===== src/rtl/rsa_arb_pkg.sv =====
// rtl/rsa_arb_pkg.sv - shared types and defaults for the RSA job arbiter
package rsa_arb_pkg;

  localparam int DEF_BITS = 4;
  localparam int DEF_NREQ = 4;

  // Width of one requester's operand slice in the packed x/e/m buses
  localparam int SLICE_W  = DEF_BITS;

  // One-hot FSM encoding
  typedef enum logic [4:0] {
    S_IDLE     = 5'b00001,
    S_GRANT    = 5'b00010,
    S_RUN      = 5'b00100,
    S_COMPLETE = 5'b01000,
    S_GAP      = 5'b10000
  } arb_state_e;

  // Index width for a requester count, never narrower than one bit
  function automatic int id_width(input int n);
    return (n <= 2) ? 1 : $clog2(n);
  endfunction

endpackage


===== src/rtl/rsa_job_arbiter_rr_pick.sv =====
// rtl/rsa_job_arbiter_rr_pick.sv - combinational round-robin picker
module rr_pick
  import rsa_arb_pkg::*;
#(
  parameter int NREQ = DEF_NREQ
) (
  input  logic [NREQ-1:0]           req_i,
  input  logic [id_width(NREQ)-1:0] ptr_i,
  output logic [id_width(NREQ)-1:0] idx_o,
  output logic                      valid_o
);

  localparam int IDW = id_width(NREQ);

  // Scan from the farthest offset back to ptr so the nearest set bit at or after ptr wins
  always_comb begin
    int c;
    valid_o = 1'b0;
    idx_o   = '0;
    c       = 0;
    for (int k = NREQ - 1; k >= 0; k--) begin
      c = int'(ptr_i) + k;
      if (c >= NREQ) c = c - NREQ;
      if (req_i[c]) begin
        valid_o = 1'b1;
        idx_o   = c[IDW-1:0];
      end
    end
  end

endmodule


===== src/rtl/rsa_job_arbiter.sv =====
// rtl/rsa_job_arbiter.sv - round-robin sharing of one modexp engine; watchdog under RSA_ARB_WATCHDOG_EN
module rsa_job_arbiter
  import rsa_arb_pkg::*;
#(
  parameter int BITS       = DEF_BITS,
  parameter int NREQ       = DEF_NREQ,
  parameter int GAP_CYCLES = 2,
  parameter int TIMEOUT    = 4096
) (
  input  logic                      clk,
  input  logic                      rst_n,
  input  logic [NREQ-1:0]           req,
  input  logic [NREQ*BITS-1:0]      x_in,
  input  logic [NREQ*BITS-1:0]      e_in,
  input  logic [NREQ*BITS-1:0]      m_in,
  output logic [NREQ-1:0]           ack,
  output logic [BITS-1:0]           res_z,
  output logic [id_width(NREQ)-1:0] res_id,
  output logic                      res_err,
  output logic                      busy,
  output logic [BITS-1:0]           eng_x,
  output logic [BITS-1:0]           eng_e,
  output logic [BITS-1:0]           eng_m,
  output logic                      eng_go,
  input  logic                      eng_done,
  input  logic [BITS-1:0]           eng_z
);

  localparam int IDW = id_width(NREQ);
  localparam int GCW = $clog2(GAP_CYCLES + 1);

  arb_state_e       state_q;
  logic [IDW-1:0]   cur_id_q;
  logic [IDW-1:0]   rr_ptr_q;
  logic [GCW-1:0]   gap_cnt_q;
  logic [NREQ-1:0]  ack_q;
  logic [BITS-1:0]  res_z_q;
  logic [IDW-1:0]   res_id_q;
  logic [BITS-1:0]  eng_x_q;
  logic [BITS-1:0]  eng_e_q;
  logic [BITS-1:0]  eng_m_q;
  logic             eng_go_q;

  logic [IDW-1:0]   pick_idx;
  logic             pick_valid;

`ifdef RSA_ARB_WATCHDOG_EN
  localparam int WDW = $clog2(TIMEOUT);
  logic [WDW-1:0]   wd_cnt_q;
  logic             job_err_q;
  logic             res_err_q;
`endif

  rr_pick #(
    .NREQ    (NREQ)
  ) u_pick (
    .req_i   (req),
    .ptr_i   (rr_ptr_q),
    .idx_o   (pick_idx),
    .valid_o (pick_valid)
  );

  // Job sequencer: grant, engine handshake, result return and go-low gap
  always_ff @(posedge clk) begin
    if (!rst_n) begin
      state_q   <= S_IDLE;
      cur_id_q  <= '0;
      rr_ptr_q  <= '0;
      gap_cnt_q <= '0;
      ack_q     <= '0;
      res_z_q   <= '0;
      res_id_q  <= '0;
      eng_x_q   <= '0;
      eng_e_q   <= '0;
      eng_m_q   <= '0;
      eng_go_q  <= 1'b0;
`ifdef RSA_ARB_WATCHDOG_EN
      wd_cnt_q  <= '0;
      job_err_q <= 1'b0;
      res_err_q <= 1'b0;
`endif
    end else begin
      ack_q <= '0;
      case (state_q)
        S_IDLE: begin
          if (pick_valid) begin
            cur_id_q <= pick_idx;
            state_q  <= S_GRANT;
          end
        end
        S_GRANT: begin
          eng_x_q  <= x_in[cur_id_q*BITS +: BITS];
          eng_e_q  <= e_in[cur_id_q*BITS +: BITS];
          eng_m_q  <= m_in[cur_id_q*BITS +: BITS];
          eng_go_q <= 1'b1;
          state_q  <= S_RUN;
`ifdef RSA_ARB_WATCHDOG_EN
          wd_cnt_q  <= '0;
          job_err_q <= 1'b0;
`endif
        end
        S_RUN: begin
          // A done arriving on the timeout cycle still counts as a good result
          if (eng_done) begin
            state_q <= S_COMPLETE;
          end
`ifdef RSA_ARB_WATCHDOG_EN
          else if (wd_cnt_q == WDW'(TIMEOUT - 1)) begin
            job_err_q <= 1'b1;
            state_q   <= S_COMPLETE;
          end else begin
            wd_cnt_q <= wd_cnt_q + 1'b1;
          end
`endif
        end
        S_COMPLETE: begin
`ifdef RSA_ARB_WATCHDOG_EN
          res_z_q   <= job_err_q ? '0 : eng_z;
          res_err_q <= job_err_q;
`else
          res_z_q   <= eng_z;
`endif
          res_id_q         <= cur_id_q;
          ack_q[cur_id_q]  <= 1'b1;
          eng_go_q         <= 1'b0;
          rr_ptr_q         <= (cur_id_q == IDW'(NREQ - 1)) ? '0 : cur_id_q + 1'b1;
          gap_cnt_q        <= GCW'(GAP_CYCLES);
          state_q          <= S_GAP;
        end
        S_GAP: begin
          // The ack cycle plus GAP_CYCLES more keep the engine in reset
          if (gap_cnt_q == '0) state_q <= S_IDLE;
          else                 gap_cnt_q <= gap_cnt_q - 1'b1;
        end
        default: state_q <= S_IDLE;
      endcase
    end
  end

  assign ack    = ack_q;
  assign res_z  = res_z_q;
  assign res_id = res_id_q;
  assign busy   = (state_q != S_IDLE);
  assign eng_x  = eng_x_q;
  assign eng_e  = eng_e_q;
  assign eng_m  = eng_m_q;
  assign eng_go = eng_go_q;

`ifdef RSA_ARB_WATCHDOG_EN
  assign res_err = res_err_q;
`else
  assign res_err = 1'b0;
`endif

endmodule


===== config.mk =====
export PLATFORM = sky130hd
export DESIGN_NAME = rsa_job_arbiter
export DESIGN_NICKNAME = d
export VERILOG_FILES = /design/src/rtl/rsa_arb_pkg.sv /design/src/rtl/rsa_job_arbiter_rr_pick.sv /design/src/rtl/rsa_job_arbiter.sv
export SDC_FILE = /design/constraint.sdc
export NUM_CORES = 1
export LEC_CHECK = 0
export ABC_AREA = 1
export BUFFER_PORTS_ARGS = -buffer_cell sky130_fd_sc_hd__clkbuf_2
export CAP_MARGIN = 10
export CORE_MARGIN = 1
export CORE_UTILIZATION = 40
export DETAILED_ROUTE_END_ITERATION = 16
export PLACE_DENSITY = 0.83
export SLEW_MARGIN = 20
export SYNTH_ARGS = -nofsm -noshare
export SYNTH_HDL_FRONTEND = slang
export SYNTH_SLANG_ARGS = --single-unit
export TNS_END_PERCENT = 10

===== constraint.sdc =====
create_clock -name clk -period 1.31 [get_ports clk]
set_input_delay 0.1965 -clock clk [delete_from_list [all_inputs] [get_ports clk]]
set_output_delay 0.1965 -clock clk [all_outputs]
set_load 0.02 [all_outputs]

==> results of run 1 <==
## logic make-up (layout without fill, tap and decap cells)
kind of cell    count (synthesis)  after routing  share of synthesized area, %
compound gates                 63             63                         18.05
buf+inv                        43            144                         10.16
simple gates                  138            138                         31.89
flops                          34             34                         36.36
other cells                     1              1                        0.2003
fa+ha+maj                       5              5                         3.342
## registers in the layout (all words and copies together) (netlist names)
name	flops
gap_cnt_q	2
res_z	4
eng_e	4
eng_m	4
state_q	5
eng_go	1
res_id	2
ack	4
rr_ptr_q	2
eng_x	4
cur_id_q	2
## final timing paths
path / cells after the start / endpoint / startpoint / slack [ps]
worst max-delay path: 5 / busy / state_q[0] / -140
worst min-delay path: 3 / res_z[3] / eng_z[3] / 130
worst max register to register: 9 / state_q[3] / state_q[3] / -90
worst min register to register: 2 / res_z[0] / res_z[0] / 470
## power breakdown
group / total [mW] / switching [mW] / internal [mW]
Sequential: 1.15 / 0.0521 / 1.10
Clock: 0.801 / 0.377 / 0.424
Combinational: 0.744 / 0.406 / 0.338
## placed cells by master (no fill, tap or decap), types with 3 or more instances in the layout
cell / netlist / routed
o21ai_0: 40 / 31
o21ai_1: 1 / 10
nand2_2: 4 / 15
a21oi_1: 8 / 7
nand2_1: 49 / 36
dfxtp_2: 0 / 7
nand3_1: 10 / 10
nor2_1: 64 / 59
buf_12: 0 / 3
inv_1: 25 / 19
buf_4: 2 / 22
a31oi_1: 12 / 12
nor2_2: 1 / 5
clkbuf_8: 0 / 6
dfxtp_1: 34 / 27
clkbuf_2: 0 / 81
inv_2: 3 / 8
ha_1: 5 / 5
## timing repair
action	CTS	global route
gates resized for setup	12	39
setup buffers	3	2
endpoints found under the setup margin	6	26
pin swaps	3	8
## per-layer routing
layer / GRT usage, % / up-vias / wire length, um
met4: 8.222 / 0 / 100
met2: 38.31 / 69 / 2739
li1: - / 1115 / -
met5: 0 / - / 0
met3: 3.896 / 11 / 257
met1: 24.76 / 1009 / 2179
## through the flow
stage / setup TNS (ps) / util, % / worst slack [ps]
floorplan: 0 / - / 0.3734
global placement: -15.68 / 55.75 / -15.68
detailed placement: -253.9 / 55.75 / -102.3
CTS: -396.9 / 58.87 / -167.0
global route: -925.3 / 61.05 / -174.0
finish: -358.0 / 61.05 / -143.9
## worst max-delay path, stage by stage (launching register included)
cell and delay [ps]:
dfxtp_2 360, inv_2 70, nor4_4 220, buf_4 160, inv_2 40, buf_8 120
## layout make-up
cell class / instances / share of cell area, %
Clock buffer: 7 / 3.203
Clock inverter: 1 / 0.1857
Inverter: 29 / 4.410
Multi-Input combinational cell: 207 / 40.25
Sequential cell: 34 / 25.58
Tap cell: 52 / 2.414
Timing Repair Buffer: 107 / 23.96
==> results_dict.tcl, run 1 <==
set metrics [dict create \
    setup_viol 5 \
    report.power.total_mw 2.695 \
    cts_buffers 5 \
    setup_slack_ps -143.9 \
    grt_max_degree 27 \
    grt_pass1_wl_mm 8.549 \
    synth_top_area_share_pct 36.36 \
    final_nets 448 \
    synth_common_cells "64 x nor2_1, 49 x nand2_1, 40 x o21ai_0" \
    skew_ps 4.822 \
    clockBufferDepth 2 \
    clkLatencyLatePin_ps 290 \
    violations "setup timing" \
    grt_overflow_total 0 \
    rows 24 \
    syn-num-nets 348 \
    syn2layout_area_growth_pct 43.98 \
    yosys-top-cells-area "dfxtp_1 36%, nor2_1 13%, o21ai_0 11%, nand2_1 9.8%, inv_1 5.0%" \
    cp_max_fo 3 \
    post-route-period-util_pct 111.0 \
    netlist_area_sq_mm 0.001872 \
    crit_type "flop to primary output" \
    cp-start-kind "flop" \
    yosysMostFrequentCell "nor2_1" \
    clock_sinks 34 \
    required_ps 1110 \
    cts.clk_slew.worst_paths_ps 70 \
    regArea_sq_um 689.4 \
    ys.flop_type "dfxtp_1" \
    cap_violations 0 \
    num_antenna_cells 0 \
    fin_area_sq_mm 0.002695 \
    hold_viol 0 \
    ant_nets 0 \
    p_leak_nw 1.324 \
    fin_hold_ws_ps 131.7 \
    cp.arrival_ps 1260 \
    yosys.area.top_type "dfxtp_1" \
    grt_pass1_vias 2053 \
    crit_path_end_kind "primary output" \
    start_util_pct 42.40 \
    yosysSeqAreaShare_pct 36.36 \
    peakVddDrop_mv 0.5055 \
    avgSynthCellArea_sq_um 6.591 \
    drt_iter0_drc 87 \
    wl_per_cell_um 12.08 \
    vias_per_cell 5.043 \
    wl_mm 5.277 \
    dieHeight_um 70.41 \
    synthArstFlopShare_pct 0 \
    track_usage_pct 21.33 \
    postCtsHoldBufs 0 \
    drive_gt1_share_pct 41.56 \
    hold_class "input pin to flop" \
    synthCells 284 \
    io_buffer_count 82 \
    fin_crit_ps 1454 \
    final_cell_count_no_fill 437 \
    max_clock_freq_mhz 687.8 \
    rsz0062_at_grt "true" \
    antenna_found_initial 0 \
    place_area_sq_mm 0.002461 \
    synth-seq-cells 34 \
    fill_cells 385 \
    yosys_warnings 0 \
    gp_congestion 0.8935 \
    status "finished, violations left" \
    cts_tree "yes" \
    vias 2204 \
    place_hpwl_mm 3.890 \
    die_area_sq_mm 0.004957 \
    multi_input_area_sq_mm 0.001085 \
    maxSlewViolCount 0 \
    dp.cells 424 \
    pin_count 84 \
    cts-root-buf "clkbuf_8" \
    power_density_mw_per_mm2 1000 \
    ys_types 30 \
    core_area_sq_mm 0.004414 \
    dr.pass1.iters 4 \
    synth_edf_count 0 \
    fp.dieW_um 70.41 \
    htreeDepth 2 \
    drc 0 \
]
(Power assumes the default switching activity.)
==> run 2: changes to the inputs <==
--- a/config.mk
+++ b/config.mk
@@ -10,7 +10,9 @@
 export CAP_MARGIN = 10
 export CORE_MARGIN = 1
 export CORE_UTILIZATION = 40
+export CTS_BUF_LIST = sky130_fd_sc_hd__clkbuf_4 sky130_fd_sc_hd__clkbuf_8 sky130_fd_sc_hd__clkbuf_16
 export DETAILED_ROUTE_END_ITERATION = 16
+export MAX_ROUTING_LAYER = met4
 export PLACE_DENSITY = 0.83
 export SLEW_MARGIN = 20
 export SYNTH_ARGS = -nofsm -noshare
==> results_dict.tcl, run 2 (synthesis gave the netlist of run 1 again) <==
set metrics [dict create \
    final_cell_mix "81 x clkbuf_2, 59 x nor2_1, 36 x nand2_1" \
    grt_overflow_total 0 \
    io_buffer_count 82 \
    hold_class "input pin to flop" \
    violations "setup timing" \
    top_register "state_q" \
    final_cell_count_no_fill 437 \
    crit_type "flop to primary output" \
    grt_pass1_wl_mm 8.549 \
    status "finished, violations left" \
    cts-root-buf "clkbuf_8" \
    setup_viol 5 \
    cp.arrival_ps 1260 \
    wl_mm 5.300 \
    max_clock_freq_mhz 687.9 \
    setup_slack_ps -143.8 \
    drc 0 \
    p_leak_nw 1.327 \
    place_hpwl_mm 3.890 \
    dr.pass1.iters 4 \
    peakVddDrop_mv 0.5769 \
    clockBufferDepth 2 \
    syn2layout_area_growth_pct 44.18 \
    fill_cells 385 \
    crit_path_end_kind "primary output" \
    cts_buffers 5 \
    rows 24 \
    dieHeight_um 70.41 \
    grt_busiest_layer "met2" \
    grt_pass1_vias 2053 \
    critPathTopFamily "buffers and inverters" \
    drt_iter0_drc 99 \
    cts.clk_slew.worst_paths_ps 70 \
    power_density_mw_per_mm2 1008 \
    crit_path_frequent_cell "inv_2" \
    cts_tree "yes" \
    start_util_pct 42.40 \
    track_usage_pct 21.92 \
    cap_violations 0 \
    die_area_sq_mm 0.004957 \
    fin_crit_ps 1454 \
    clock_sinks 34 \
    dp.cells 424 \
    cp_max_fo 3 \
    crit_chain "inv_2, nor4_4, buf_4, inv_2, buf_8" \
    cpMaxStageDelayCell "dfxtp_2" \
    path_buf_inv 4 \
    clkLatencyLatePin_ps 280 \
    drive_gt1_share_pct 41.82 \
    gp_congestion 0.9086 \
    required_ps 1110 \
    maxSlewViolCount 0 \
    critPathMaxStageDelay_ps 360 \
    vias 2218 \
    antenna_found_initial 0 \
    cp-start-kind "flop" \
    rsz0062_at_grt "true" \
    largest_reg_flops 5 \
    final_nets 448 \
    tns_ps -363.8 \
    skew_ps 4.188 \
    post-route-period-util_pct 111.0 \
    wl_per_cell_um 12.13 \
    pin_count 84 \
    htreeDepth 2 \
    report.power.total_mw 2.720 \
    vias_per_cell 5.076 \
    globalRouteMet3Util_pct 3.608 \
    grt_use_met2_pct 38.20 \
    core_area_sq_mm 0.004414 \
    grt_max_degree 27 \
    reg2reg_slack_ps -90 \
    layout_commonest_cell "clkbuf_2" \
    ant_nets 0 \
    grt_util_met1_pct 25.02 \
    fp.dieW_um 70.41 \
    hold_viol 0 \
    num_antenna_cells 0 \
]
==> run 2: cell types whose count changed in the layout (fill, tap and decap cells not counted) <==
cell and change:
clkbuf_4 +1, clkbuf_1 -1
==> run 2: layout make-up <==
cell class                 instances  area [sq um]  area share, %
inverter                          29         118.9          4.404
multi-input combinational        207          1085          40.19
sequential                        34         689.4          25.54
timing repair buffer             107         645.6          23.92
tap                               52         65.06          2.411
clock inverter                     1         5.005         0.1854
clock buffer                       7         90.09          3.338
==> run 2: stage by stage <==
stage	setup slack, ps	hold WS [ps]	instance area [sq um]	util (%)
after global placement	-15.68	428.8	2461	55.75
after floorplan	0.3734	339.5	1873	-
after CTS	-167.0	129.5	2603	58.96
after global routing	-174.0	145.3	2699	61.14
after detailed placement	-102.3	434.7	2461	55.75
final	-143.8	133.9	2699	61.14
==> run 2: timing repair <==
item	CTS	global route
buffers inserted	3	2
hold buffers	0	0
pin swaps	3	8
resized for setup	12	39
setup endpoints to repair	6	26
==> run 2: worst reg2reg max path, stage by stage (launching register included) <==
cell,delay [ps]
dfxtp_2,330
inv_2,70
buf_4,100
nand4_1,100
or2_1,240
nand2_1,80
inv_2,50
nand2_2,70
nand2_2,60
nor3b_2,160
==> run 2: layer usage <==
layer,part of all wire (%),vias to the layer above
li1,-,1115
met1,42,1022
met2,52,70
met3,4.5,11
met4,1.9,0
met5,0,-
==> run 2: worst paths after layout <==
check / startpoint / endpoint / cells after the start
worst min-delay path: eng_z[3] / res_z[3] / 3
worst max register to register: state_q[3] / state_q[3] / 9
worst max-delay path: state_q[0] / busy / 5
worst min register to register: res_z[0] / res_z[0] / 2
==> run 2: power by group <==
part / leakage (nW) / internal [mW] / switching (mW)
clock network: 0.0517 / 0.445 / 0.380
registers: 0.278 / 1.10 / 0.0526
logic: 0.997 / 0.338 / 0.406
total: 1.33 / 1.88 / 0.839
==> run 3: changes to the inputs <==
--- a/config.mk
+++ b/config.mk
@@ -12,7 +12,7 @@
 export CORE_UTILIZATION = 40
 export CTS_BUF_LIST = sky130_fd_sc_hd__clkbuf_4 sky130_fd_sc_hd__clkbuf_8 sky130_fd_sc_hd__clkbuf_16
 export DETAILED_ROUTE_END_ITERATION = 16
-export MAX_ROUTING_LAYER = met4
+export GPL_TIMING_DRIVEN = 0
 export PLACE_DENSITY = 0.83
 export SLEW_MARGIN = 20
 export SYNTH_ARGS = -nofsm -noshare
==> results_dict.tcl, run 3 (synthesis gave the netlist of run 1 again) <==
set metrics [dict create \
    status "finished, violations left" \
    violations "setup timing" \
    pin_count 84 \
    dp.cells 417 \
    cap_violations 0 \
    fin_hold_ws_ps 142.5 \
    cp-start-kind "flop" \
    top_register "state_q" \
    crit_path_frequent_cell "inv_2" \
    required_ps 1110 \
    num_antenna_cells 0 \
    fp.dieW_um 70.41 \
    final_cell_count_no_fill 436 \
    vias_per_cell 4.984 \
    crit_type "flop to primary output" \
    wl_met1_mm 2.213 \
    cts-root-buf "clkbuf_8" \
    min_delay_path_depth 3 \
    drive_gt1_share_pct 38.02 \
    power_frac_clock_pct 30.4 \
    cpMaxStageDelayCell "dfxtp_2" \
    r2r_end "cur_id_q[1]" \
    p_leak_nw 1.311 \
    grt_pass1_vias 2032 \
    hold_class "input pin to flop" \
    crit_path_end_kind "primary output" \
    drc 0 \
    internal_power_mw 1.864 \
    post-route-period-util_pct 109.7 \
    place_hpwl_mm 3.803 \
    seq_power_share_pct 42.4 \
    rsz0062_at_grt "true" \
    timing.rr.start "rr_ptr_q[0]" \
    clock_sinks 34 \
    reg2reg_depth 11 \
    report.power.total_mw 2.701 \
    dr.pass1.iters 4 \
    grt_pass1_wl_mm 8.721 \
    start_util_pct 42.40 \
    vias 2173 \
    final_cell_mix "80 x clkbuf_2, 63 x nor2_1, 47 x nand2_1" \
    hold_start "eng_z[0]" \
    reg2reg_slack_ps -90 \
    grt_max_degree 12 \
    hold_viol 0 \
    io_buffer_count 81 \
    critPathMaxStageDelay_ps 320 \
    core_area_sq_mm 0.004414 \
    routed.top_layer "met4" \
    setup_slack_ps -126.7 \
    critPathTopFamily "simple AND/OR/NAND/NOR gates" \
    skew_ps 6.689 \
    path_buf_inv 3 \
    setup_viol 8 \
    tns_ps -457.9 \
    dieHeight_um 70.41 \
    wl_met2_mm 2.564 \
    clockBufferDepth 2 \
    cp.arrival_ps 1240 \
    share_comb_of_total_power_pct 27.2 \
    layout_commonest_cell "clkbuf_2" \
    final_util_pct 59.41 \
    cts_buffers 5 \
    die_area_sq_mm 0.004957 \
    wl_per_cell_um 12.13 \
    syn2layout_area_growth_pct 40.11 \
    drt_iter0_drc 122 \
    wl_mm 5.290 \
    track_usage_pct 22.13 \
    rows 24 \
    postCtsHoldBufs 0 \
    htreeDepth 2 \
    ant_nets 0 \
    switching_share_pct 30.99 \
    fin_crit_ps 1437 \
    cp.depth 5 \
    cts.clk_slew.worst_paths_ps 60 \
    max_clock_freq_mhz 696.1 \
    largest_reg_flops 5 \
    final_nets 447 \
    crit_chain "inv_2, nand2_4, nor4_4, inv_2, clkbuf_8" \
    power_density_mw_per_mm2 1030 \
    p_sw_mw 0.8370 \
    gp_congestion 0.8589 \
    holdPathEnd "res_z[0]" \
    antenna_found_initial 0 \
    cts_tree "yes" \
    cp_max_fo 2 \
    peakVddDrop_mv 0.6118 \
    grt_overflow_total 0 \
    clkLatencyLatePin_ps 280 \
    wl_met3_um 395 \
    maxSlewViolCount 0 \
]
run 3: cell type report:
cell class,count,area (sq um)
fillers,405,1792
repair buffers,92,496.7
clock inverters,1,5.005
flip-flops and latches,34,691.9
clock buffers,7,90.09
multi-input cells,207,1045
plain buffers,14,103.9
well taps,52,65.06
inverters,29,125.1
run 3: power by group through the flow:
stage	Sequential, mW	Clock (mW)	Combinational (mW)
2_1_floorplan	1.20	0	0.345
3_3_place_gp	1.16	0	0.599
3_5_place_dp	1.16	0	0.609
4_1_cts	1.14	0.826	0.708
5_1_grt	1.15	0.890	0.805
6_report	1.15	0.820	0.736
run 3: timing repair:
| item | in CTS | in global routing |
|---|---|---|
| pin swaps | 5 | 1 |
| cloned | 0 | 0 |
| resized for setup | 26 | 28 |
| setup buffers | 9 | 2 |
| setup endpoints to repair | 25 | 27 |
run 3: worst max-delay path by stage:
| stage | from | slack, ps | endpoint |
|---|---|---|---|
| final | state_q[2] | -130 | busy |
| after global routing | state_q[2] | -180 | busy |
| after CTS | state_q[3] | -80 | busy |
| after detailed placement | cur_id_q[1] | -270 | rr_ptr_q[1] |
| after global placement | cur_id_q[1] | -240 | rr_ptr_q[1] |
| after floorplan | state_q[0] | 0.4 | state_q[3] |
run 3: worst min-delay path: cells and delay by family:
| kind | cells | cell delay (ps) |
|---|---|---|
| compound gates | 1 | 50 |
| buf+inv | 1 | 80 |
| simple gates | 1 | 50 |
run 3: stage by stage:
stage / area (sq um) / worst slack (ps)
2_1_floorplan: 1873 / 0.3734
3_3_place_gp: 2344 / -235.0
3_5_place_dp: 2344 / -268.7
4_1_cts: 2571 / -80.45
5_1_grt: 2623 / -182.6
6_report: 2623 / -126.7
run 3: per-layer routing:
metal	vias to the layer above	GRT usage (%)
met4	0	10.22
met1	956	24.35
met3	12	6.494
li1	1110	-
met2	95	38.73
met5	-	0
